`src/rtl/tail_light_sequencer_pkg.sv`:
```
// Shared encodings for the tail-light sequencer: FSM states, lamp indices, side masks
// and the full-on lamp decode used by the output register.
package tail_light_pkg;

  typedef enum logic [3:0] {
    IDLE   = 4'd0,
    L1     = 4'd1,
    L2     = 4'd2,
    L3     = 4'd3,
    R1     = 4'd4,
    R2     = 4'd5,
    R3     = 4'd6,
    HZ_ON  = 4'd7,
    HZ_OFF = 4'd8
  } state_t;

  localparam int LC = 5;
  localparam int LB = 4;
  localparam int LA = 3;
  localparam int RA = 2;
  localparam int RB = 1;
  localparam int RC = 0;

  localparam logic [5:0] LEFT_MASK  = 6'b111000;
  localparam logic [5:0] RIGHT_MASK = 6'b000111;

  // Lamps driven full-on; brake lights every side that is not showing a turn pattern.
  function automatic logic [5:0] full_lamps(state_t s, logic brk);
    logic [5:0] f;
    f = '0;
    case (s)
      L1:      f[LA] = 1'b1;
      L2:      begin f[LA] = 1'b1; f[LB] = 1'b1; end
      L3:      f = LEFT_MASK;
      R1:      f[RA] = 1'b1;
      R2:      begin f[RA] = 1'b1; f[RB] = 1'b1; end
      R3:      f = RIGHT_MASK;
      HZ_ON:   f = LEFT_MASK | RIGHT_MASK;
      default: f = '0;
    endcase
    if (brk) begin
      if (s inside {L1, L2, L3})      f = f | RIGHT_MASK;
      else if (s inside {R1, R2, R3}) f = f | LEFT_MASK;
      else                            f = LEFT_MASK | RIGHT_MASK;
    end
    return f;
  endfunction

endpackage

```
`src/rtl/tail_light_sequencer_if.sv`:
```
// Request/lamp bundle between the vehicle controls and the tail-light sequencer.
interface tail_light_sequencer_if;
  logic       left;
  logic       right;
  logic       hazard;
  logic       brake;
  logic [5:0] light;
  logic       busy;

  modport master (output left, right, hazard, brake, input light, busy);
  modport slave  (input left, right, hazard, brake, output light, busy);
endinterface

```
`src/rtl/tail_light_sequencer_step_prescaler.sv`:
```
// Divides clk down to a one-cycle sequence step tick every STEP_DIV cycles.
module step_prescaler #(
  parameter int STEP_DIV = 4
) (
  input  logic clk,
  input  logic reset,
  output logic tick
);
  localparam int CW = $clog2(STEP_DIV);
  localparam logic [CW-1:0] LAST = CW'(STEP_DIV - 1);

  logic [CW-1:0] cnt;

  always_ff @(posedge clk or negedge reset) begin
    if (!reset)           cnt <= '0;
    else if (cnt == LAST) cnt <= '0;
    else                  cnt <= cnt + 1'b1;
  end

  assign tick = (cnt == LAST);
endmodule

```
`src/rtl/tail_light_sequencer.sv`:
```
// Six-lamp turn/hazard/brake sequencer on a single clock with optional PWM dimming
// of non-active lamps (enabled by defining TAIL_LIGHT_DIM_EN).
module tail_light_sequencer
  import tail_light_pkg::*;
#(
  parameter int STEP_DIV = 4,
  parameter int PWM_BITS = 4,
  parameter int DIM_DUTY = 3
) (
  input  logic                   clk,
  input  logic                   reset,
  tail_light_sequencer_if.slave  bus
);
  logic       tick;
  logic       dim;
  logic [5:0] full;
  state_t     state;

  step_prescaler #(.STEP_DIV(STEP_DIV)) u_step (
    .clk   (clk),
    .reset (reset),
    .tick  (tick)
  );

`ifdef TAIL_LIGHT_DIM_EN
  logic [PWM_BITS-1:0] pwm_cnt;

  // A duty at or beyond the full period saturates to always-on.
  function automatic logic dim_on(logic [PWM_BITS-1:0] c);
    if (DIM_DUTY >= (1 << PWM_BITS)) return 1'b1;
    return (32'(c) < 32'(DIM_DUTY));
  endfunction

  always_ff @(posedge clk or negedge reset) begin
    if (!reset) pwm_cnt <= '0;
    else        pwm_cnt <= pwm_cnt + 1'b1;
  end

  assign dim = dim_on(pwm_cnt);
`else
  assign dim = 1'b0;
`endif

  assign full = full_lamps(state, bus.brake);

  always_ff @(posedge clk or negedge reset) begin
    if (!reset) begin
      state     <= IDLE;
      bus.light <= '0;
      bus.busy  <= 1'b0;
    end else begin
      bus.light <= full | ({6{dim}} & ~full);
      bus.busy  <= (state != IDLE);
      // Requests are only looked at on the step tick; hazard preempts any turn step.
      if (tick) begin
        case (state)
          IDLE: begin
            if (bus.hazard || (bus.left && bus.right)) state <= HZ_ON;
            else if (bus.left)                         state <= L1;
            else if (bus.right)                        state <= R1;
            else                                       state <= IDLE;
          end
          L1:      state <= bus.hazard ? HZ_ON : L2;
          L2:      state <= bus.hazard ? HZ_ON : L3;
          L3:      state <= bus.hazard ? HZ_ON : IDLE;
          R1:      state <= bus.hazard ? HZ_ON : R2;
          R2:      state <= bus.hazard ? HZ_ON : R3;
          R3:      state <= bus.hazard ? HZ_ON : IDLE;
          HZ_ON:   state <= HZ_OFF;
          HZ_OFF:  state <= bus.hazard ? HZ_ON : IDLE;
          default: state <= IDLE;
        endcase
      end
    end
  end
endmodule
```
`src/flat_wrapper.sv`:
```
// flat-port wrapper written by rule: the top's interface ports become plain ports
module tail_light_sequencer_flat import tail_light_pkg::*;
#(
  parameter int STEP_DIV = 4,
  parameter int PWM_BITS = 4,
  parameter int DIM_DUTY = 3
)
  (clk, reset, bus_left, bus_right, bus_hazard, bus_brake, bus_light, bus_busy);
  tail_light_sequencer_if bus_i ();
  input  logic clk;
  input  logic reset;
  input wire logic [$bits(bus_i.left)-1:0] bus_left;
  input wire logic [$bits(bus_i.right)-1:0] bus_right;
  input wire logic [$bits(bus_i.hazard)-1:0] bus_hazard;
  input wire logic [$bits(bus_i.brake)-1:0] bus_brake;
  output wire logic [$bits(bus_i.light)-1:0] bus_light;
  output wire logic [$bits(bus_i.busy)-1:0] bus_busy;
  assign bus_i.left = bus_left;
  assign bus_i.right = bus_right;
  assign bus_i.hazard = bus_hazard;
  assign bus_i.brake = bus_brake;
  assign bus_light = bus_i.light;
  assign bus_busy = bus_i.busy;
  tail_light_sequencer #(.STEP_DIV(STEP_DIV), .PWM_BITS(PWM_BITS), .DIM_DUTY(DIM_DUTY)) u_core (.clk(clk), .reset(reset), .bus(bus_i));
endmodule
```
`config.mk`:
```
export PLATFORM = sky130hd
export DESIGN_NAME = tail_light_sequencer_flat
export DESIGN_NICKNAME = d
export VERILOG_FILES = /design/src/rtl/tail_light_sequencer_pkg.sv /design/src/rtl/tail_light_sequencer_if.sv /design/src/rtl/tail_light_sequencer_step_prescaler.sv /design/src/rtl/tail_light_sequencer.sv /design/src/flat_wrapper.sv
export SDC_FILE = /design/constraint.sdc
export NUM_CORES = 1
export LEC_CHECK = 0
export BUFFER_PORTS_ARGS = -buffer_cell sky130_fd_sc_hd__buf_4
export CELL_PAD_IN_SITES_DETAIL_PLACEMENT = 2
export CELL_PAD_IN_SITES_GLOBAL_PLACEMENT = 2
export CORE_UTILIZATION = 35
export CTS_CLUSTER_DIAMETER = 50
export DETAILED_ROUTE_END_ITERATION = 8
export PLACE_DENSITY_LB_ADDON = 0.25
export SYNTH_ARGS = -nofsm -noshare
export SYNTH_HDL_FRONTEND = slang
export SYNTH_SLANG_ARGS = --single-unit
```
`constraint.sdc`:
```
create_clock -name clk -period 2.3 [get_ports clk]
set_input_delay 0 -clock clk [delete_from_list [all_inputs] [get_ports clk]]
set_output_delay 0 -clock clk [all_outputs]
set_load 0.1 [all_outputs]
```
==> summary.txt, run 1 <==
Run status
  • Outcome: complete, no violations

Floorplanning
  • Die Span Y: 47.3 um
  • IO Pins: 13
  • Die W: 47.3 um
  • Starting Density: 0.370
  • Core area: 1940 um^2
  • Rows: 16
  • Die area: 2240 um^2

Synthesis
  • Count of synthesis-stage warnings from yosys: 0
  • Post-synthesis sequential area ratio: 0.452
  • Most used flip-flop cell after synthesis: dfrtp_1
  • Area contributors post-synth: dfrtp_1 (45%), nor2b_1 (4.3%), nand4b_1 (3.7%)
  • Synth async-reset ratio: 1.00
  • Syn Nets: 79
  • Gate Count Post-Synth: 72
  • Yosys cell types: 35
  • Share of the synthesized area in the top cell type: 0.452
  • Count leader, synth: dfrtp_1
  • Mapped cell area: 719 um^2
  • Top cell type by total area after synthesis: dfrtp_1
  • #FFs+latches synth: 13
  • Most frequent cells after synthesis: dfrtp_1 (13), nand2_1 (5), nor2b_1 (5), o21ai_0 (5)
  • Syn avg cell area: 9.99 um^2
  • Post-synth EDFFs: 0

Place
  • PortBufs: 12
  • HPWL after detailed placement: 1100 um
  • GP Congestion: 0.738
  • Place WS: 0.862 ns

Clocking
  • Clock latency on the worst-skew pair: 0.28 ns
  • Clock sink count: 13
  • Clock H-tree levels: 1
  • Postcts setup bufs: 0
  • Worst-path clk slew: 0.09 ns
  • CTS buffer count: 3
  • Cells resized by post-CTS repair: 0
  • Root Driver: clkbuf_4
  • Clock buffer depth: 2
  • CTS tree: done
  • Hold Buf Count CTS: 2

Timing
  • FMAX: 692 MHz
  • Setup ws final: 0.856 ns
  • Least-Margin Pin Slew: 0.510 ns
  • Fin. max-slew vios: 0
  • # setup viols final: 0
  • Period minus WS final: 1.44 ns
  • Relative slew slack: 0.660
  • Final TNS setup: 0 ns
  • RSZ-0062 raised after global routing: false
  • Hold slack final: 0.0501 ns
  • Final count of hold timing violations: 0
  • Final Cycle Share: 0.628
  • Layout Skew: 0.00266 ns

Setup path
  • WP data arrival: 1.60 ns
  • Critical Path, Cell by Cell: ha_1, nor2b_1, a311oi_1, o211ai_2
  • Worst path top cell family by delay: adder cells
  • CP max stage delay: 0.43 ns
  • Levels on crit path: 4
  • CP max FO: 14
  • CP bufs+invs: 0
  • Startpoint Class: flop
  • Crit path required time: 2.46 ns
  • R2R depth: 4
  • Worst Setup End Kind: flop
  • Critical-path top delay cell: ha_1
  • CP Class: flop to flop

Worst hold path
  • Worst hold path class: input pin to flop
  • Hold depth: 3

Detailed routing
  • Drt total wl: 1660 um
  • # DRC: 0
  • DR vias: 590
  • DRT iter0 DRCs: 1
  • Mean routed wirelength per cell: 15.0 um
  • Final ANT Viol Nets: 0
  • Initial DRT Pass Iterations: 4
  • Vias per cell: 5.32

Cells and area
  • Ratio of cells with drive above 1 in the final layout: 0.238
  • Number of fill cells: 215
  • Nets: 92
  • Diodes inserted: 0
  • Layout Area Growth over Synthesis: 18.4%

Flow run
  • Maxcap violations: 0

Global route
  • Total global-route track usage: 0.183
  • Vias in the first global route: 583
  • Initial antenna violation count: 0
  • Total grt overflow: 0
  • First-pass GRT wire length: 2760 um
  • Largest net degree at the start of global routing: 19
[through the flow]
stage / area, um^2 / std cells / utilization
detailed placement: 805 / 105 / 0.414
finish: 852 / 111 / 0.439
global placement: 805 / 105 / 0.414
global route: 852 / 111 / 0.439
CTS: 852 / 111 / 0.439
floorplan: 719 / 72 / -
[cells in the final DEF, fill, tap and decap left out, types with 2 or more instances in the layout]
cell           count
o21ai_0            5
nor2_1             4
clkbuf_4           3
and3b_1            2
dlygate4sd3_1      2
inv_1              2
nor2b_1            5
buf_4             12
dfrtp_1           13
a21oi_1            3
o21bai_1           2
nand2_1            5
nand4b_1           3
[tightest hold or removal path: cells and delay by family]
family / cells / cell delay (ns)
compound gates: 1 / 0.08
simple gates: 1 / 0.08
buf+inv: 1 / 0.13
[flip-flops by register name, summed over array words and instances (netlist names)]
register           cells
u_core.u_step.cnt      2
u_core.bus.light       6
u_core.state           4
u_core.bus.busy        1
[cells by family after synthesis]
group           Yosys count  share of synthesized area
compound gates           22                      0.228
fa+ha+maj                 1                     0.0174
buf+inv                   8                     0.0644
flops                    13                      0.452
mux                       1                     0.0157
simple gates             27                      0.223
[cell type report]
class,instances,area (um^2),share of cell area
clock inverter,1,5.00,0.00587
tap,27,33.8,0.0396
inverter,2,7.51,0.00881
clock buffer,3,22.5,0.0264
multi-input combinational,51,348,0.408
timing repair buffer,14,110,0.129
sequential,13,325,0.382
[metal layers]
metal	global-route usage	up-vias	share of wire
li1	-	285	-
met1	0.248	288	0.45
met2	0.279	15	0.51
met3	0.0346	2	0.035
met4	0.0857	0	0.011
met5	0	-	0
[path summary, 6_finish.rpt]
path / from / endpoint / slack [ns]
setup / recovery: u_core.u_step.cnt[0] / u_core.state[1] / 0.86
min in group asynchronous: reset / u_core.bus.light[5] / 0.10
max in group asynchronous: reset / u_core.state[3] / 2.04
setup reg to reg: u_core.u_step.cnt[0] / u_core.state[1] / 0.86
hold / removal: bus_hazard / u_core.state[2] / 0.05
hold reg to reg: u_core.u_step.cnt[0] / u_core.u_step.cnt[0] / 0.44
Power of run 1 is left out: the tool's default activity adds up to more than one toggle a clock period on the data nets, which glitch-free logic cannot reach.
==> run 2, diff against run 1 <==
--- a/config.mk
+++ b/config.mk
@@ -8,7 +8,7 @@
 export BUFFER_PORTS_ARGS = -buffer_cell sky130_fd_sc_hd__buf_4
 export CELL_PAD_IN_SITES_DETAIL_PLACEMENT = 2
 export CELL_PAD_IN_SITES_GLOBAL_PLACEMENT = 2
-export CORE_UTILIZATION = 35
+export CORE_UTILIZATION = 29
 export CTS_CLUSTER_DIAMETER = 50
 export DETAILED_ROUTE_END_ITERATION = 8
 export PLACE_DENSITY_LB_ADDON = 0.25
==> constraint.sdc (replaced) <==
create_clock -name clk -period 1.3 [get_ports clk]
set_input_delay 0 -clock clk [delete_from_list [all_inputs] [get_ports clk]]
set_output_delay 0 -clock clk [all_outputs]
set_load 0.1 [all_outputs]
==> run 2 against run 1 <==
Against the previous run: worst hold slack improved by 0.015 ns; critical path depth decreased by 1; core utilization decreased by 1.8 points; maximum frequency increased by 16%; register-to-register slack got worse by 0.80 ns; global-route usage decreased by 1.2 points; non-clock buffer count increased by 11; wire length increased by 17%; highest routed layer is now met3.
==> summary.txt, run 2 (synthesis results as in run 1) <==
Run status
  • Outcome: complete, no violations (unchanged)

Setup path
  • Worst Setup End Kind: flop (unchanged)
  • WP data arrival: 1.40 ns (was 1.60 ns)
  • R2R depth: 3 (was 4)
  • CP max stage delay: 0.50 ns (was 0.43 ns)
  • Crit path required time: 1.46 ns (was 2.46 ns)
  • Startpoint Class: flop (unchanged)
  • CP max FO: 12 (was 14)
  • Worst path top cell family by delay: flip-flops (was adder cells)
  • CP Class: flop to flop (unchanged)
  • Critical Path Start: u_core.state[2] (was u_core.u_step.cnt[0])
  • Critical Path, Cell by Cell: nor3_1, o21bai_1, a311o_1 (was ha_1, nor2b_1, a311oi_1, o211ai_2)
  • CP bufs+invs: 0 (unchanged)
  • R2R Setup Slk: 0.05 ns (was 0.86 ns)
  • Levels on crit path: 3 (was 4)
  • Worst r2r src: u_core.state[2] (was u_core.u_step.cnt[0])
  • Critical-path top delay cell: dfrtp_2 (was ha_1)
  • Reg-to-Reg End: u_core.state[0] (was u_core.state[1])
  • Critical Path End: u_core.state[0] (was u_core.state[1])

Timing
  • Fin. max-slew vios: 0 (unchanged)
  • Final TNS setup: 0 ns (unchanged)
  • # setup viols final: 0 (unchanged)
  • Least-Margin Pin Slew: 0.280 ns (was 0.510 ns)
  • Final Cycle Share: 0.958 (was 0.628)
  • Relative slew slack: 0.815 (was 0.660)
  • Period minus WS final: 1.25 ns (was 1.44 ns)
  • Hold slack final: 0.0653 ns (was 0.0501 ns)
  • FMAX: 803 MHz (was 692 MHz)
  • Final count of hold timing violations: 0 (unchanged)
  • Layout Skew: 0.00436 ns (was 0.00266 ns)
  • RSZ-0062 raised after global routing: true (was false)

Global route
  • Total grt overflow: 0 (unchanged)
  • Initial antenna violation count: 0 (unchanged)
  • First-pass GRT wire length: 3330 um (was 2760 um)
  • Largest net degree at the start of global routing: 14 (was 19)
  • Total global-route track usage: 0.171 (was 0.183)
  • Vias in the first global route: 709 (was 583)

Detailed routing
  • # DRC: 0 (unchanged)
  • Drt total wl: 1940 um (was 1660 um)
  • Vias per cell: 5.13 (was 5.32)
  • WL met1: 857 um (was 740 um)
  • Mean routed wirelength per cell: 15.8 um (was 15.0 um)
  • Highest routed layer: met3 (was met4)
  • Initial DRT Pass Iterations: 3 (was 4)
  • DR vias: 631 (was 590)
  • Met3 wire len: 46 um (was 58 um)
  • Met2 WL: 1040 um (was 840 um)
  • DRT iter0 DRCs: 3 (was 1)
  • Final ANT Viol Nets: 0 (unchanged)

Floorplanning
  • Die Span Y: 51.8 um (was 47.3 um)
  • Die W: 51.8 um (was 47.3 um)
  • Starting Density: 0.316 (was 0.370)
  • IO Pins: 13 (unchanged)
  • Rows: 17 (was 16)
  • Core area: 2280 um^2 (was 1940 um^2)
  • Die area: 2680 um^2 (was 2240 um^2)

Cells and area
  • Most common cell after layout, fill and taps aside: buf_4 (was dfrtp_1)
  • Ratio of cells with drive above 1 in the final layout: 0.368 (was 0.238)
  • Number of fill cells: 247 (was 215)
  • Fin cells: 123 (was 111)
  • Nets: 103 (was 92)
  • Diodes inserted: 0 (unchanged)
  • Biggest regs: u_core.bus.light: 6 flops, u_core.state: 4 flops, u_core.u_step.cnt: 2 flops (unchanged)
  • Largest register FFs: 6 (unchanged)
  • Largest Register: u_core.bus.light (unchanged)
  • Most frequent cells in the layout: buf_4 (23), dfrtp_1 (10), nand2_1 (5), nor2b_1 (5), o21ai_0 (5) (was dfrtp_1 (13), buf_4 (12), nand2_1 (5), nor2b_1 (5), o21ai_0 (5))
  • Layout Area Growth over Synthesis: 33.0% (was 18.4%)

Clocking
  • Clock sink count: 13 (unchanged)
  • Clock latency on the worst-skew pair: 0.27 ns (was 0.28 ns)
  • CTS tree: done (unchanged)
  • Worst-path clk slew: 0.08 ns (was 0.09 ns)
  • Postcts setup bufs: 0 (unchanged)
  • Clock H-tree levels: 1 (unchanged)
  • Clock buffer depth: 2 (unchanged)
  • CTS buffer count: 3 (unchanged)
  • Root Driver: clkbuf_4 (unchanged)

Flow run
  • Maxcap violations: 0 (unchanged)

Place
  • PortBufs: 12 (unchanged)
  • GP Congestion: 0.727 (was 0.738)
  • Inst Count DP: 117 (was 105)
  • HPWL after detailed placement: 1450 um (was 1100 um)

Worst hold path
  • Worst hold path class: input pin to flop (unchanged)
## run 2: cell type report
class / count / area [um^2] / share of cell area
sequential: 13 / 329 / 0.344
timing repair buffer: 25 / 193 / 0.201
inverter: 2 / 7.51 / 0.00784
tap: 28 / 35.0 / 0.0366
clock buffer: 4 / 26.3 / 0.0275
multi-input combinational: 51 / 367 / 0.383
## run 2: how the worst min path moves through the flow
stage	from	to	cells past startpoint
after global placement	reset	u_core.bus.busy	1
after detailed placement	reset	u_core.bus.light[1]	1
after global routing	bus_hazard	u_core.state[2]	3
final	bus_hazard	u_core.state[2]	3
after CTS	bus_hazard	u_core.state[2]	3
after floorplan	reset	u_core.bus.busy	0
## run 2: timing repair
action                                  4_1_cts  5_1_grt
resized for setup                             2        4
hold endpoints to repair                     16        0
endpoints found under the setup margin        4        5
hold buffers                                  2        0
## run 2: per-stage QoR
step	area, um^2	setup WS [ns]	util
final	957	0.0544	0.421
after global routing	957	-0.00990	0.421
after CTS	938	0.0165	0.412
after detailed placement	888	-0.0860	0.390
after global placement	888	-0.00999	0.390
after floorplan	719	0.103	-
## run 2: worst register-to-register path: stages (launching register included)
cell	delay [ns]
dfrtp_2	0.50
nor3_1	0.21
o21bai_1	0.09
a311o_1	0.34
## run 2: metal layers
layer  vias to the layer above  global-route usage
met5                         -                   0
met4                         0              0.0360
met3                         0              0.0556
li1                        304                   -
met1                       320               0.199
met2                         7               0.303
Power of run 2 is left out for the same reason.
==> run 3, diff against run 2 <==
--- a/config.mk
+++ b/config.mk
@@ -12,6 +12,8 @@
 export CTS_CLUSTER_DIAMETER = 50
 export DETAILED_ROUTE_END_ITERATION = 8
 export PLACE_DENSITY_LB_ADDON = 0.25
+export RECOVER_POWER = 25
 export SYNTH_ARGS = -nofsm -noshare
 export SYNTH_HDL_FRONTEND = slang
 export SYNTH_SLANG_ARGS = --single-unit
+export TNS_END_PERCENT = 100
==> run 3 against run 2 <==
Against the previous run: via count grew 0.63%; critical path depth up 1; largest cell class unchanged; critical endpoint is now u_core.state[2]; cell count unchanged; first-iteration DRC count did not move.
==> summary.txt, run 3 (synthesis results as in run 1) <==
Run status
  • Outcome: complete, no violations (unchanged)

Clocking
  • CTS buffer count: 3 (unchanged)
  • Clock buffer depth: 2 (unchanged)
  • Clock latency on the worst-skew pair: 0.27 ns (about the same)
  • Postcts setup bufs: 0 (unchanged)
  • Root Driver: clkbuf_4 (unchanged)
  • Clock H-tree levels: 1 (unchanged)
  • Worst-path clk slew: 0.08 ns (about the same)
  • Clock sink count: 13 (unchanged)
  • CTS tree: done (unchanged)

Timing
  • Fin. max-slew vios: 0 (unchanged)
  • RSZ-0062 raised after global routing: true (unchanged)
  • FMAX: 799 MHz (was 803 MHz)
  • Relative slew slack: 0.500 (was 0.815)
  • Setup ws final: 0.0479 ns (was 0.0544 ns)
  • Period minus WS final: 1.25 ns (about the same)
  • # setup viols final: 0 (unchanged)
  • Layout Skew: 0.00459 ns (was 0.00436 ns)
  • Final count of hold timing violations: 0 (unchanged)
  • Final Cycle Share: 0.963 (was 0.958)
  • Least-Margin Pin Slew: 0.749 ns (was 0.280 ns)

Cells and area
  • Biggest regs: u_core.bus.light: 6 flops, u_core.state: 4 flops, u_core.u_step.cnt: 2 flops (unchanged)
  • Most frequent cells in the layout: buf_4 (22), dfrtp_1 (10), nand2_1 (5), nor2b_1 (5), o21ai_0 (5) (was buf_4 (23), dfrtp_1 (10), nand2_1 (5), nor2b_1 (5), o21ai_0 (5))
  • Number of fill cells: 247 (unchanged)
  • Ratio of cells with drive above 1 in the final layout: 0.358 (was 0.368)
  • Diodes inserted: 0 (unchanged)
  • Nets: 103 (unchanged)
  • Multi-input gate area: 367 um^2 (unchanged)
  • Most common cell after layout, fill and taps aside: buf_4 (unchanged)
  • Fin cells: 123 (unchanged)
  • Largest Register: u_core.bus.light (unchanged)
  • Largest register FFs: 6 (unchanged)
  • Layout Area Growth over Synthesis: 32.5% (was 33.0%)
  • FF+latch area: 329 um^2 (unchanged)
  • Final Util: 0.419 (was 0.421)

Global route
  • Total global-route track usage: 0.171 (unchanged)
  • Vias in the first global route: 709 (unchanged)
  • First-pass GRT wire length: 3330 um (unchanged)
  • Total grt overflow: 0 (unchanged)
  • Largest net degree at the start of global routing: 14 (unchanged)
  • Initial antenna violation count: 0 (unchanged)

Detailed routing
  • DR vias: 635 (was 631)
  • Drt total wl: 1940 um (about the same)
  • DRT iter0 DRCs: 3 (unchanged)
  • Final ANT Viol Nets: 0 (unchanged)
  • Initial DRT Pass Iterations: 2 (was 3)
  • # DRC: 0 (unchanged)
  • Vias per cell: 5.16 (was 5.13)
  • Mean routed wirelength per cell: 15.8 um (about the same)

Place
  • Place WS: -0.0860 ns (unchanged)
  • HPWL after detailed placement: 1450 um (unchanged)
  • PortBufs: 12 (unchanged)
  • GP Congestion: 0.727 (unchanged)
  • Inst Count DP: 117 (unchanged)

Floorplanning
  • Core area: 2280 um^2 (unchanged)
  • Rows: 17 (unchanged)
  • Die Span Y: 51.8 um (unchanged)
  • Starting Density: 0.316 (unchanged)
  • IO Pins: 13 (unchanged)
  • Die area: 2680 um^2 (unchanged)
  • Die W: 51.8 um (unchanged)

Setup path
  • CP Class: flop to flop (unchanged)
  • Worst Setup End Kind: flop (unchanged)
  • Worst r2r src: u_core.state[2] (unchanged)
  • Worst path top cell family by delay: flip-flops (unchanged)
  • CP bufs+invs: 1 (was 0)
  • Levels on crit path: 4 (was 3)
  • Critical-path top delay cell: dfrtp_2 (unchanged)
  • WP data arrival: 1.40 ns (about the same)
  • R2R Setup Slk: 0.05 ns (about the same)
  • Critical Path Start: u_core.state[2] (unchanged)
  • CP max FO: 12 (unchanged)
  • Startpoint Class: flop (unchanged)
  • R2R depth: 4 (was 3)
  • Critical Path, Cell by Cell: and2b_1, buf_4, a21oi_1, o211ai_1 (was nor3_1, o21bai_1, a311o_1)
  • CP max stage delay: 0.50 ns (about the same)
  • Critical Path End: u_core.state[2] (was u_core.state[0])
  • Reg-to-Reg End: u_core.state[2] (was u_core.state[0])
  • Crit path required time: 1.45 ns (was 1.46 ns)

Worst hold path
  • Worst hold path class: input pin to flop (unchanged)

Flow run
  • Maxcap violations: 0 (unchanged)
run 3: how the worst min path moves through the flow:
stage          cells past startpoint       start                   to  slack (ns)
2_1_floorplan                      0       reset      u_core.bus.busy       -0.30
3_5_place_dp                       1       reset  u_core.bus.light[1]       -0.14
4_1_cts                            3  bus_hazard      u_core.state[2]        0.05
6_report                           3  bus_hazard      u_core.state[2]        0.07
3_3_place_gp                       1       reset      u_core.bus.busy       -0.14
5_1_grt                            3  bus_hazard      u_core.state[2]        0.06
run 3: layout make-up:
class                           count  area share
Multi-Input combinational cell     51       0.385
Sequential cell                    13       0.345
Timing Repair Buffer               25       0.198
Tap cell                           28      0.0367
Clock buffer                        4      0.0276
Inverter                            2     0.00787
run 3: per-stage QoR:
| stage | cell area [um^2] | TNS (ns) | hold WS (ns) |
|---|---|---|---|
| after floorplan | 719 | 0 | -0.296 |
| after global placement | 888 | -0.0106 | -0.144 |
| after detailed placement | 888 | -0.232 | -0.140 |
| after CTS | 938 | 0 | 0.0523 |
| after global routing | 953 | -0.0182 | 0.0629 |
| final | 953 | 0 | 0.0698 |
run 3: repair_timing:
action,in CTS,in global routing
setup endpoints to repair,4,5
hold buffers,2,0
resized for setup,2,4
endpoints found under the hold margin,16,0
run 3: per-layer routing:
layer,up-vias,part of all wire,GRT usage
met2,9,0.53,0.303
met5,-,0,0
li1,305,-,-
met1,321,0.43,0.199
met3,0,0.030,0.0556
met4,0,0,0.0360
run 3: worst min-delay path, cell delays in order:
cell and delay, ns:
buf_4 0.14, nand3_1 0.08, o211ai_1 0.09
Power of run 3 is left out for the same reason.
